**src/rtl/bit_serial_lu_ctrl_if.sv**
```systemverilog
// Handshake and bit-stream bundle between the serial logic-unit sequencer,
// its upstream producer, its downstream consumer and the 1-bit mfu.
interface bit_serial_lu_ctrl_if #(
  parameter int WIDTH = 8
);
  logic             in_valid;
  logic             in_ready;
  logic [WIDTH-1:0] op_a;
  logic [WIDTH-1:0] op_b;
  logic [2:0]       op_sel;
  logic             mfu_a;
  logic             mfu_b;
  logic [2:0]       mfu_sel;
  logic             mfu_y;
  logic             out_valid;
  logic             out_ready;
  logic [WIDTH-1:0] result;
  logic             busy;

  // The sequencer itself.
  modport slave (
    input  in_valid, op_a, op_b, op_sel, mfu_y, out_ready,
    output in_ready, mfu_a, mfu_b, mfu_sel, out_valid, result, busy
  );

  // Everything around it: producer, consumer and the mfu.
  modport master (
    output in_valid, op_a, op_b, op_sel, mfu_y, out_ready,
    input  in_ready, mfu_a, mfu_b, mfu_sel, out_valid, result, busy
  );
endinterface

```
**src/rtl/bit_serial_lu_ctrl.sv**
```systemverilog
// Sequencer for the 1-bit mfu: latches an operand pair, streams it LSB-first
// through the mfu and reassembles the returned bits into a WIDTH-bit result.
module bit_serial_lu_ctrl #(
  parameter int WIDTH = 8
) (
  input  logic                 clk,
  input  logic                 rst,
  bit_serial_lu_ctrl_if.slave  bus
);

  localparam int CW = (WIDTH > 1) ? $clog2(WIDTH) : 1;
  localparam logic [CW-1:0] LAST = CW'(WIDTH - 1);

  localparam logic [1:0] IDLE  = 2'b00;
  localparam logic [1:0] SHIFT = 2'b01;
  localparam logic [1:0] DONE  = 2'b10;

  logic [1:0]       state;
  logic [WIDTH-1:0] a_reg;
  logic [WIDTH-1:0] b_reg;
  logic [WIDTH-1:0] res_reg;
  logic [2:0]       sel_reg;
  logic [CW-1:0]    cnt;

  // Data registers are reset as well: a reset must leave result at zero and
  // discard any half-streamed operation.
  always_ff @(posedge clk) begin
    if (rst) begin
      state   <= IDLE;
      a_reg   <= '0;
      b_reg   <= '0;
      res_reg <= '0;
      sel_reg <= '0;
      cnt     <= '0;
    end else begin
      case (state)
        IDLE: begin
          if (bus.in_valid) begin
            a_reg   <= bus.op_a;
            b_reg   <= bus.op_b;
            sel_reg <= bus.op_sel;
            cnt     <= '0;
            state   <= SHIFT;
          end
        end
        SHIFT: begin
          // mfu_y returns f(a_reg[0], b_reg[0]) this cycle; it enters at the
          // MSB so that after WIDTH shifts bit i lands at position i.
          a_reg   <= a_reg >> 1;
          b_reg   <= b_reg >> 1;
          res_reg <= {bus.mfu_y, res_reg[WIDTH-1:1]};
          cnt     <= cnt + CW'(1);
          if (cnt == LAST) begin
            state <= DONE;
          end
        end
        DONE: begin
          if (bus.out_ready) begin
            state <= IDLE;
          end
        end
        default: state <= IDLE;
      endcase
    end
  end

  assign bus.in_ready  = (state == IDLE);
  assign bus.out_valid = (state == DONE);
  assign bus.busy      = (state != IDLE);
  assign bus.result    = res_reg;

  // The mfu is parked at AND with zero inputs whenever nothing is streaming.
  assign bus.mfu_a     = (state == SHIFT) ? a_reg[0] : 1'b0;
  assign bus.mfu_b     = (state == SHIFT) ? b_reg[0] : 1'b0;
  assign bus.mfu_sel   = (state == SHIFT) ? sel_reg  : 3'b000;

endmodule

```
**src/flat_wrapper.sv**
```systemverilog
// flat-port wrapper written by rule: the top's interface ports become plain ports
module bit_serial_lu_ctrl_flat 
#(
  parameter int WIDTH = 8
)
  (clk, rst, bus_in_valid, bus_op_a, bus_op_b, bus_op_sel, bus_mfu_y, bus_out_ready, bus_in_ready, bus_mfu_a, bus_mfu_b, bus_mfu_sel, bus_out_valid, bus_result, bus_busy);
  bit_serial_lu_ctrl_if #(.WIDTH(WIDTH)) bus_i ();
  input  logic clk;
  input  logic rst;
  input wire logic [$bits(bus_i.in_valid)-1:0] bus_in_valid;
  input wire logic [$bits(bus_i.op_a)-1:0] bus_op_a;
  input wire logic [$bits(bus_i.op_b)-1:0] bus_op_b;
  input wire logic [$bits(bus_i.op_sel)-1:0] bus_op_sel;
  input wire logic [$bits(bus_i.mfu_y)-1:0] bus_mfu_y;
  input wire logic [$bits(bus_i.out_ready)-1:0] bus_out_ready;
  output wire logic [$bits(bus_i.in_ready)-1:0] bus_in_ready;
  output wire logic [$bits(bus_i.mfu_a)-1:0] bus_mfu_a;
  output wire logic [$bits(bus_i.mfu_b)-1:0] bus_mfu_b;
  output wire logic [$bits(bus_i.mfu_sel)-1:0] bus_mfu_sel;
  output wire logic [$bits(bus_i.out_valid)-1:0] bus_out_valid;
  output wire logic [$bits(bus_i.result)-1:0] bus_result;
  output wire logic [$bits(bus_i.busy)-1:0] bus_busy;
  assign bus_i.in_valid = bus_in_valid;
  assign bus_i.op_a = bus_op_a;
  assign bus_i.op_b = bus_op_b;
  assign bus_i.op_sel = bus_op_sel;
  assign bus_i.mfu_y = bus_mfu_y;
  assign bus_i.out_ready = bus_out_ready;
  assign bus_in_ready = bus_i.in_ready;
  assign bus_mfu_a = bus_i.mfu_a;
  assign bus_mfu_b = bus_i.mfu_b;
  assign bus_mfu_sel = bus_i.mfu_sel;
  assign bus_out_valid = bus_i.out_valid;
  assign bus_result = bus_i.result;
  assign bus_busy = bus_i.busy;
  bit_serial_lu_ctrl #(.WIDTH(WIDTH)) u_core (.clk(clk), .rst(rst), .bus(bus_i));
endmodule
```
**config.mk**
```make
export PLATFORM = sky130hd
export DESIGN_NAME = bit_serial_lu_ctrl_flat
export DESIGN_NICKNAME = d
export VERILOG_FILES = /design/src/rtl/bit_serial_lu_ctrl_if.sv /design/src/rtl/bit_serial_lu_ctrl.sv /design/src/flat_wrapper.sv
export SDC_FILE = /design/constraint.sdc
export NUM_CORES = 1
export LEC_CHECK = 0
export ABC_AREA = 1
export CORE_UTILIZATION = 25
export CTS_CLUSTER_DIAMETER = 120
export DETAILED_ROUTE_END_ITERATION = 6
export GPL_TIMING_DRIVEN = 0
export SKIP_CTS_REPAIR_TIMING = 1
export SYNTH_ARGS = -nofsm -noshare
export SYNTH_HDL_FRONTEND = slang
export SYNTH_SLANG_ARGS = --single-unit
```
**constraint.sdc**
```tcl
create_clock -name clk -period 1.5 [get_ports clk]
set_input_delay 0.225 -clock clk [delete_from_list [all_inputs] [get_ports clk]]
set_output_delay 0.225 -clock clk [all_outputs]
set_load 0.01 [all_outputs]
```
======== Yosys cells after proc, flatten, opt, wreduce, memory -nomap -nowiden ========
Cells that the tools add are included.
operators by class
  $add $sub $neg .......................... 1
  equal/unequal tests ..................... 6
  multiplexer cells ....................... 13
  reductions and logical operators ........ 6
operator list
  operator             number
  $pmux 8 s2           2
  $mux 8               2
  $mux 2               3
  $mux 3               2
  $pmux 2 s3           1
  $pmux 3 s2           1
  $ne 2x2->1 const B   2
  $reduce_and 2->1     2
  $reduce_bool 2->1    2
  $add 3x1->3 const B  1
  $eq 3x3->1 const B   1
  $reduce_and 3->1     1
  $eq 2x1->1 const B   1
  $eq 2x2->1 const B   1
  $logic_not 2->1      1
  $mux 1               2
  $ne 2x1->1 const B   1
storage, ports and cells
  register bits after elaboration ......... 32
  input port bits ......................... 24
  output and inout bits ................... 16
  word-level logic and storage cells ...... 32

======== Longest topological paths before layout ========
Gate-level depths: netlist of run 1.
  depth in word-level cells ............... 3
  depth in mapped cells ................... 8
  depth with buffers taken out ............ 6

======== Worst setup path after synthesis of run 1 ========
OpenSTA, ideal clock, no wires.
  path type ............................... register to output
  start point ............................. register u_core.state[0]
  end point ............................... output port bus_mfu_a
  arrival ................................. 0.965 ns
  data required time ...................... 1.275 ns
  slack ................................... 0.310 ns
  stages on the path, launching flop included .. 6
  buffers on the path ..................... 3
  cell sequence ........................... dfxtp_1 > buf_4 > nand2_2 > buf_6 > buf_2 > nor2_1
between the ends
  longest elaborated chain between the ends .. 2
ends and longest elaborated chain
  element                 line                      source
  start, declared         bit_serial_lu_ctrl.sv:18  logic [1:0] state;
  start signal, assigned  bit_serial_lu_ctrl.sv:29  state <= IDLE;
  start signal, assigned  bit_serial_lu_ctrl.sv:43  state <= SHIFT;
  start signal, assigned  bit_serial_lu_ctrl.sv:54  state <= DONE;
  $eq 2x1->1              bit_serial_lu_ctrl.sv:73  assign bus.mfu_a = (state == SHIFT) ? a_reg[0] : 1'b0;
  $mux 1                  bit_serial_lu_ctrl.sv:73
  end, declared           flat_wrapper.sv:17        output wire logic [$bits(bus_i.mfu_a)-1:0] bus_mfu_a;
Every way passes these cells.

======== Worst setup path after layout of run 1 ========
  start point ............................. register u_core.state[0]
  end point ............................... output port bus_mfu_sel[2]
between the ends
  longest elaborated chain between the ends .. 2
ends and longest elaborated chain
  element        line                      source
  $eq 2x1->1     bit_serial_lu_ctrl.sv:75  assign bus.mfu_sel = (state == SHIFT) ? sel_reg : 3'b000;
  $mux 3         bit_serial_lu_ctrl.sv:75
  end, declared  flat_wrapper.sv:19        output wire logic [$bits(bus_i.mfu_sel)-1:0] bus_mfu_sel;
Every way passes these cells.

==> run summary, run 1 <==
• total power draw: 2.20 mW
• drt first pass iters: 4
• pin count of the biggest net entering global routing: 12
• leakage: 1.03 nW
• Clock Latency Late Sink: 0.29 ns
• Max FO, Critical Path: 19
• critical path cell sequence: buf_6 -> buf_6 -> nand2_4 -> buf_12 -> nor2_1 -> buf_2
• half-perimeter wire length of the detailed placement result: 2.58 mm
• Netlist cell types: 17
• antenna violations before repair: 0
• Setup CP Type: reg -> out
• placeable core region: 5640 um^2
• number of primary I/O pins: 40
• top cell type's share of synthesized area: 42.7%
• Chip Width: 79.5 um
• final estimated routing congestion in global placement: 0.736
• worst IR drop on VDD: 0.415 mV
• Chip Height: 79.5 um
• Pins Over Slew Limit: 0
• wire length after detailed routing: 3.67 mm
• post-detailed-route count of antenna-violating nets: 0
• n_diodes: 0
• CTS sink count: 32
• maximum single-stage delay on the critical path: 0.32 ns
• master of the slowest instance on the critical path: dfxtp_2
• Min-Delay Path Class: reg -> reg
• most frequently used flop master after synthesis: dfxtp_1
• DRT iter0 DRCs: 50
• Power Dens Cells: 1030 nW/um^2
• Synth Warn #: 0
• number of H-tree branching levels: 2
• CP arrival: 1.24 ns
• aggregate negative setup slack: 0 ns
• critical path's most frequent cell: buf_6
• Final Hold Vio Count: 0
• number of fillers in the final layout: 597
• number of buffers created by CTS: 5
• Post-layout nets: 308
• dominant cell type by area after synthesis: dfxtp_1
• outcome: completed
• sequential share of the synthesized area: 42.7%
• post-synth net total: 258
• Required @ worst endpoint: 1.27 ns
• overflow left after global routing: 0
• final number of setup-violating endpoints: 0
• DRC violations left: 0
• Mapped Area: 1500 um^2
• worst setup slack after placement: -0.258 ns
• most area-consuming cells after synthesis: dfxtp_1, nand2_1, nor2_1, inv_1, nand3_1
• CTS tree: done
• flop and latch count out of synthesis: 32
• startpoint kind of the worst setup timing path: register
• Worst Max-Slew Pin Slew: 0.253 ns
• count of vias placed by the detailed router: 1449
• most repeated cell in the gate-level netlist after synthesis: nand2_1
• wire per inst: 10.3 um
• count of input and output buffers: 39
• Finished Core Util: 38.0%
• setup repair after global routing missed its margin: true
• mean instance size in the synthesized netlist: 6.47 um^2
• FFs w/ async S/R, synth: 0%
• Clock Skews: 0.00811 ns
• post-route worst setup slack: 0.0368 ns
• final critical-path share of the clock period: 97.5%
• timing-limited maximum frequency: 0.683 GHz
• Starting Density: 26.6%
• Period minus WS final: 1.46 ns
• count of flip-flops with a built-in enable after synthesis: 0
• vias in the first global route: 1475
• number of max-cap violations: 0
• Longest Clk Path Bufs: 2
• endpoint kind of the worst setup timing path: output port
• Commonest cells post-synth: nand2_1, nor2_1, dfxtp_1
• Mapped Cells: 232
• row count: 27
• global router's overall resource usage: 13.0%
• remaining max-slew budget at the tightest pin: 83.0%
• area of the die: 6320 um^2
• detail-routed via count per cell: 4.08
• CTS Root Buffer Type: clkbuf_8
• clk slew on worst S/H paths: 0.07 ns
• layout cell share with drive strength beyond 1: 13.4%
• area delta synth->final: 42.9%
• first-pass GRT wire length: 6.34 mm
[critical path: cells and delay by family (launching register included)]
| family | cells | cell delay [ns] |
|---|---|---|
| buffers and inverters | 4 | 0.49 |
| AND/OR/NAND/NOR | 2 | 0.14 |
| flip-flops | 1 | 0.32 |
[layout by cell type, fill, tap and decap left out, types with 2 or more instances in the layout]
cell              n
a21oi_1           5
buf_2             8
buf_4             6
buf_6             3
clkbuf_2          3
clkbuf_8          5
clkdlybuf4s50_1  31
dfxtp_1          29
dfxtp_2           3
dlymetal6s2s_1    2
ha_1              2
inv_1            23
nand2_1          66
nand3_1          16
nor2_1           58
nor2_2            2
o21ai_0          12
[metrics by stage]
stage | cells | hold slack [ns] | instance area (um^2)
6_report | 355 | 0.464 | 2150
3_3_place_gp | 343 | 0.452 | 1980
2_1_floorplan | 232 | 0.294 | 1500
3_5_place_dp | 343 | 0.459 | 1980
4_1_cts | 351 | 0.469 | 2090
5_1_grt | 355 | 0.502 | 2150
[layer usage]
metal | routed length [um] | global-route usage (%) | vias up
met2 | 1680 | 21.6 | 23
met1 | 1760 | 15.5 | 621
met3 | 177 | 3.66 | 4
li1 | - | - | 801
met4 | 48 | 6.00 | 0
met5 | 0 | 0 | -
[cell families (layout without fill, tap and decap cells)]
logic type	after synthesis	in the layout	share of synthesized area (%)
adders and majority gates	2	2	1.67
buffers and inverters	36	87	11.0
and+or+nand+nor	143	143	37.4
AOI/OAI and AO/OA	19	19	7.25
DFF	32	32	42.7
[final timing paths]
kind / startpoint / endpoint / slack [ns] / cells after the start
worst max-delay path: u_core.state[0] / bus_mfu_sel[2] / 0.04 / 6
worst max register to register: u_core.state[0] / u_core.a_reg[3] / 0.23 / 7
worst min register to register: u_core.cnt[1] / u_core.cnt[1] / 0.46 / 2
worst min-delay path: u_core.cnt[1] / u_core.cnt[1] / 0.46 / 2
[cell type report]
type / instances / area [um^2] / area share, %
multi-input cells: 164 / 703 / 32.8
flip-flops and latches: 32 / 644 / 30.0
well taps: 72 / 90.1 / 4.20
plain buffers: 10 / 90.1 / 4.20
clock inverters: 3 / 42.5 / 1.98
inverters: 24 / 92.6 / 4.31
repair buffers: 45 / 414 / 19.3
clock buffers: 5 / 68.8 / 3.21
[report_power, final]
group	internal (mW)	switching (mW)
clock	0.491	0.322
sequential	0.921	0.0355
combinational	0.214	0.217
Power figures use the tool's default switching activity.
==> run 2: changes to the inputs <==
--- a/config.mk
+++ b/config.mk
@@ -6,6 +6,7 @@
 export NUM_CORES = 1
 export LEC_CHECK = 0
 export ABC_AREA = 1
+export CORE_ASPECT_RATIO = 0.7
 export CORE_UTILIZATION = 25
 export CTS_CLUSTER_DIAMETER = 120
 export DETAILED_ROUTE_END_ITERATION = 6
==> run 2 against run 1 <==
Sequential power barely moved. Wire length up 1.2%. Critical path depth did not move. Final area fell by 0.64%. Clock skew is 0.0065 ns lower. Utilization down 0.99 points. Sequential cell count unchanged. Largest cell class unchanged. Worst hold slack is essentially flat. Highest routed layer unchanged. Worst setup slack better by 0.025 ns. Combinational power is 3% higher. Non-clock buffer count down 1. Critical endpoint is now bus_mfu_sel[1]. Power fell by 5.6%.
==> run summary, run 2 (same netlist as run 1, synthesis figures left out) <==
• highest-count cells in the layout ignoring fill and taps: nand2_1, nor2_1, clkdlybuf4s50_1
• number of buffers created by CTS: 5
• detail-routed via count per cell: 4.13
• CTS tree: done
• Power Dens Cells: 975 nW/um^2
• Required @ worst endpoint: 1.27 ns
• timing-limited maximum frequency: 0.695 GHz
• Starting Density: 26.1%
• final number of setup-violating endpoints: 0
• setup repair after global routing missed its margin: false
• placed cell count: 346
• Longest Clk Path Bufs: 2
• endpoint kind of the worst setup timing path: output port
• antenna violations before repair: 0
• Post-Layout Inst Area: 2130 um^2
• DRC violations left: 0
• wire length after detailed routing: 3.71 mm
• Max FO, Critical Path: 10
• Min-Delay Path Class: reg -> reg
• half-perimeter wire length of the detailed placement result: 2.60 mm
• Period minus WS final: 1.44 ns
• final critical-path share of the clock period: 95.9%
• wire per inst: 10.4 um
• Final Hold Vio Count: 0
• Chip Height: 66.8 um
• outcome: completed
• Finished Layout Cells: 357
• CTS sink count: 32
• final estimated routing congestion in global placement: 0.703
• number of primary I/O pins: 40
• n_diodes: 0
• count of vias placed by the detailed router: 1475
• leakage: 1.02 nW
• Pins Over Slew Limit: 0
• drt first pass iters: 4
• count of input and output buffers: 39
• total power draw: 2.08 mW
• first-pass GRT wire length: 5.98 mm
• area delta synth->final: 42.0%
• Chip Width: 94.6 um
• worst hold slack: 0.464 ns
• worst IR drop on VDD: 0.350 mV
• number of max-cap violations: 0
• startpoint kind of the worst setup timing path: register
• clk slew on worst S/H paths: 0.07 ns
• CTS Root Buffer Type: clkbuf_8
• dpl cell area: 1990 um^2
• remaining max-slew budget at the tightest pin: 82.9%
• vias in the first global route: 1372
• number of H-tree branching levels: 2
• Clock Latency Late Sink: 0.28 ns
• Post-layout nets: 307
• post-detailed-route count of antenna-violating nets: 0
• DRT iter0 DRCs: 54
• placeable core region: 5760 um^2
• Clock Skews: 0.00163 ns
• Setup CP Type: reg -> out
• most frequent standard cell in the layout excluding fill and tap cells: nand2_1
• CP arrival: 1.21 ns
• layout cell share with drive strength beyond 1: 13.8%
• overflow left after global routing: 0
• pin count of the biggest net entering global routing: 11
• Worst Max-Slew Pin Slew: 0.256 ns
• global router's overall resource usage: 12.6%
• area of the die: 6320 um^2
• row count: 23
run 2: final timing paths:
path	slack [ns]	cells past startpoint	endpoint	startpoint
min reg2reg	0.46	2	u_core.cnt[1]	u_core.cnt[1]
min	0.46	2	u_core.cnt[1]	u_core.cnt[1]
max	0.06	6	bus_mfu_sel[1]	u_core.state[0]
max reg2reg	0.12	8	u_core.state[0]	u_core.state[0]
run 2: layout make-up:
cell class                      instances  area [um^2]
Fill cell                             645         3620
Multi-Input combinational cell        164          711
Sequential cell                        32          643
Timing Repair Buffer                   43          408
Tap cell                               75         93.8
Inverter                               24         92.6
Buffer                                 11         91.3
Clock buffer                            6         82.6
Clock inverter                          2         10.0
run 2: per-stage QoR:
| stage | utilization [%] | setup slack [ns] | TNS (ns) |
|---|---|---|---|
| 2_1_floorplan | - | 0.310 | 0 |
| 3_3_place_gp | 34.5 | -0.267 | -5.49 |
| 3_5_place_dp | 34.5 | -0.287 | -5.78 |
| 4_1_cts | 36.1 | -0.593 | -3.69 |
| 5_1_grt | 37.0 | 0.00540 | 0 |
| 6_report | 37.0 | 0.0614 | 0 |
run 2: worst max-delay path, cell delays in order (launching register included):
cell and delay [ns]:
dfxtp_2 0.32, buf_6 0.10, buf_12 0.11, nand2_4 0.06, buf_12 0.14, nor2_1 0.07
buf_2 0.13
run 2: where the power goes:
group	switching (mW)	internal, mW
sequential	0.0356	0.920
clock	0.314	0.366
combinational	0.222	0.220
total	0.572	1.51
run 2: per-layer routing:
metal / vias up / wire, um / global-route usage, %
li1: 802 / - / -
met1: 642 / 1810 / 16.4
met2: 26 / 1660 / 19.2
met3: 5 / 205 / 4.57
met4: 0 / 30 / 3.98
met5: - / 0 / 0
==> run 3: changes to the inputs <==
--- a/config.mk
+++ b/config.mk
@@ -12,6 +12,7 @@
 export DETAILED_ROUTE_END_ITERATION = 6
 export GPL_TIMING_DRIVEN = 0
 export SKIP_CTS_REPAIR_TIMING = 1
+export SLEW_MARGIN = 20
 export SYNTH_ARGS = -nofsm -noshare
 export SYNTH_HDL_FRONTEND = slang
 export SYNTH_SLANG_ARGS = --single-unit
==> results of run 3 <==
No change in the layout: final DEF, timing and power equal those of run 2.
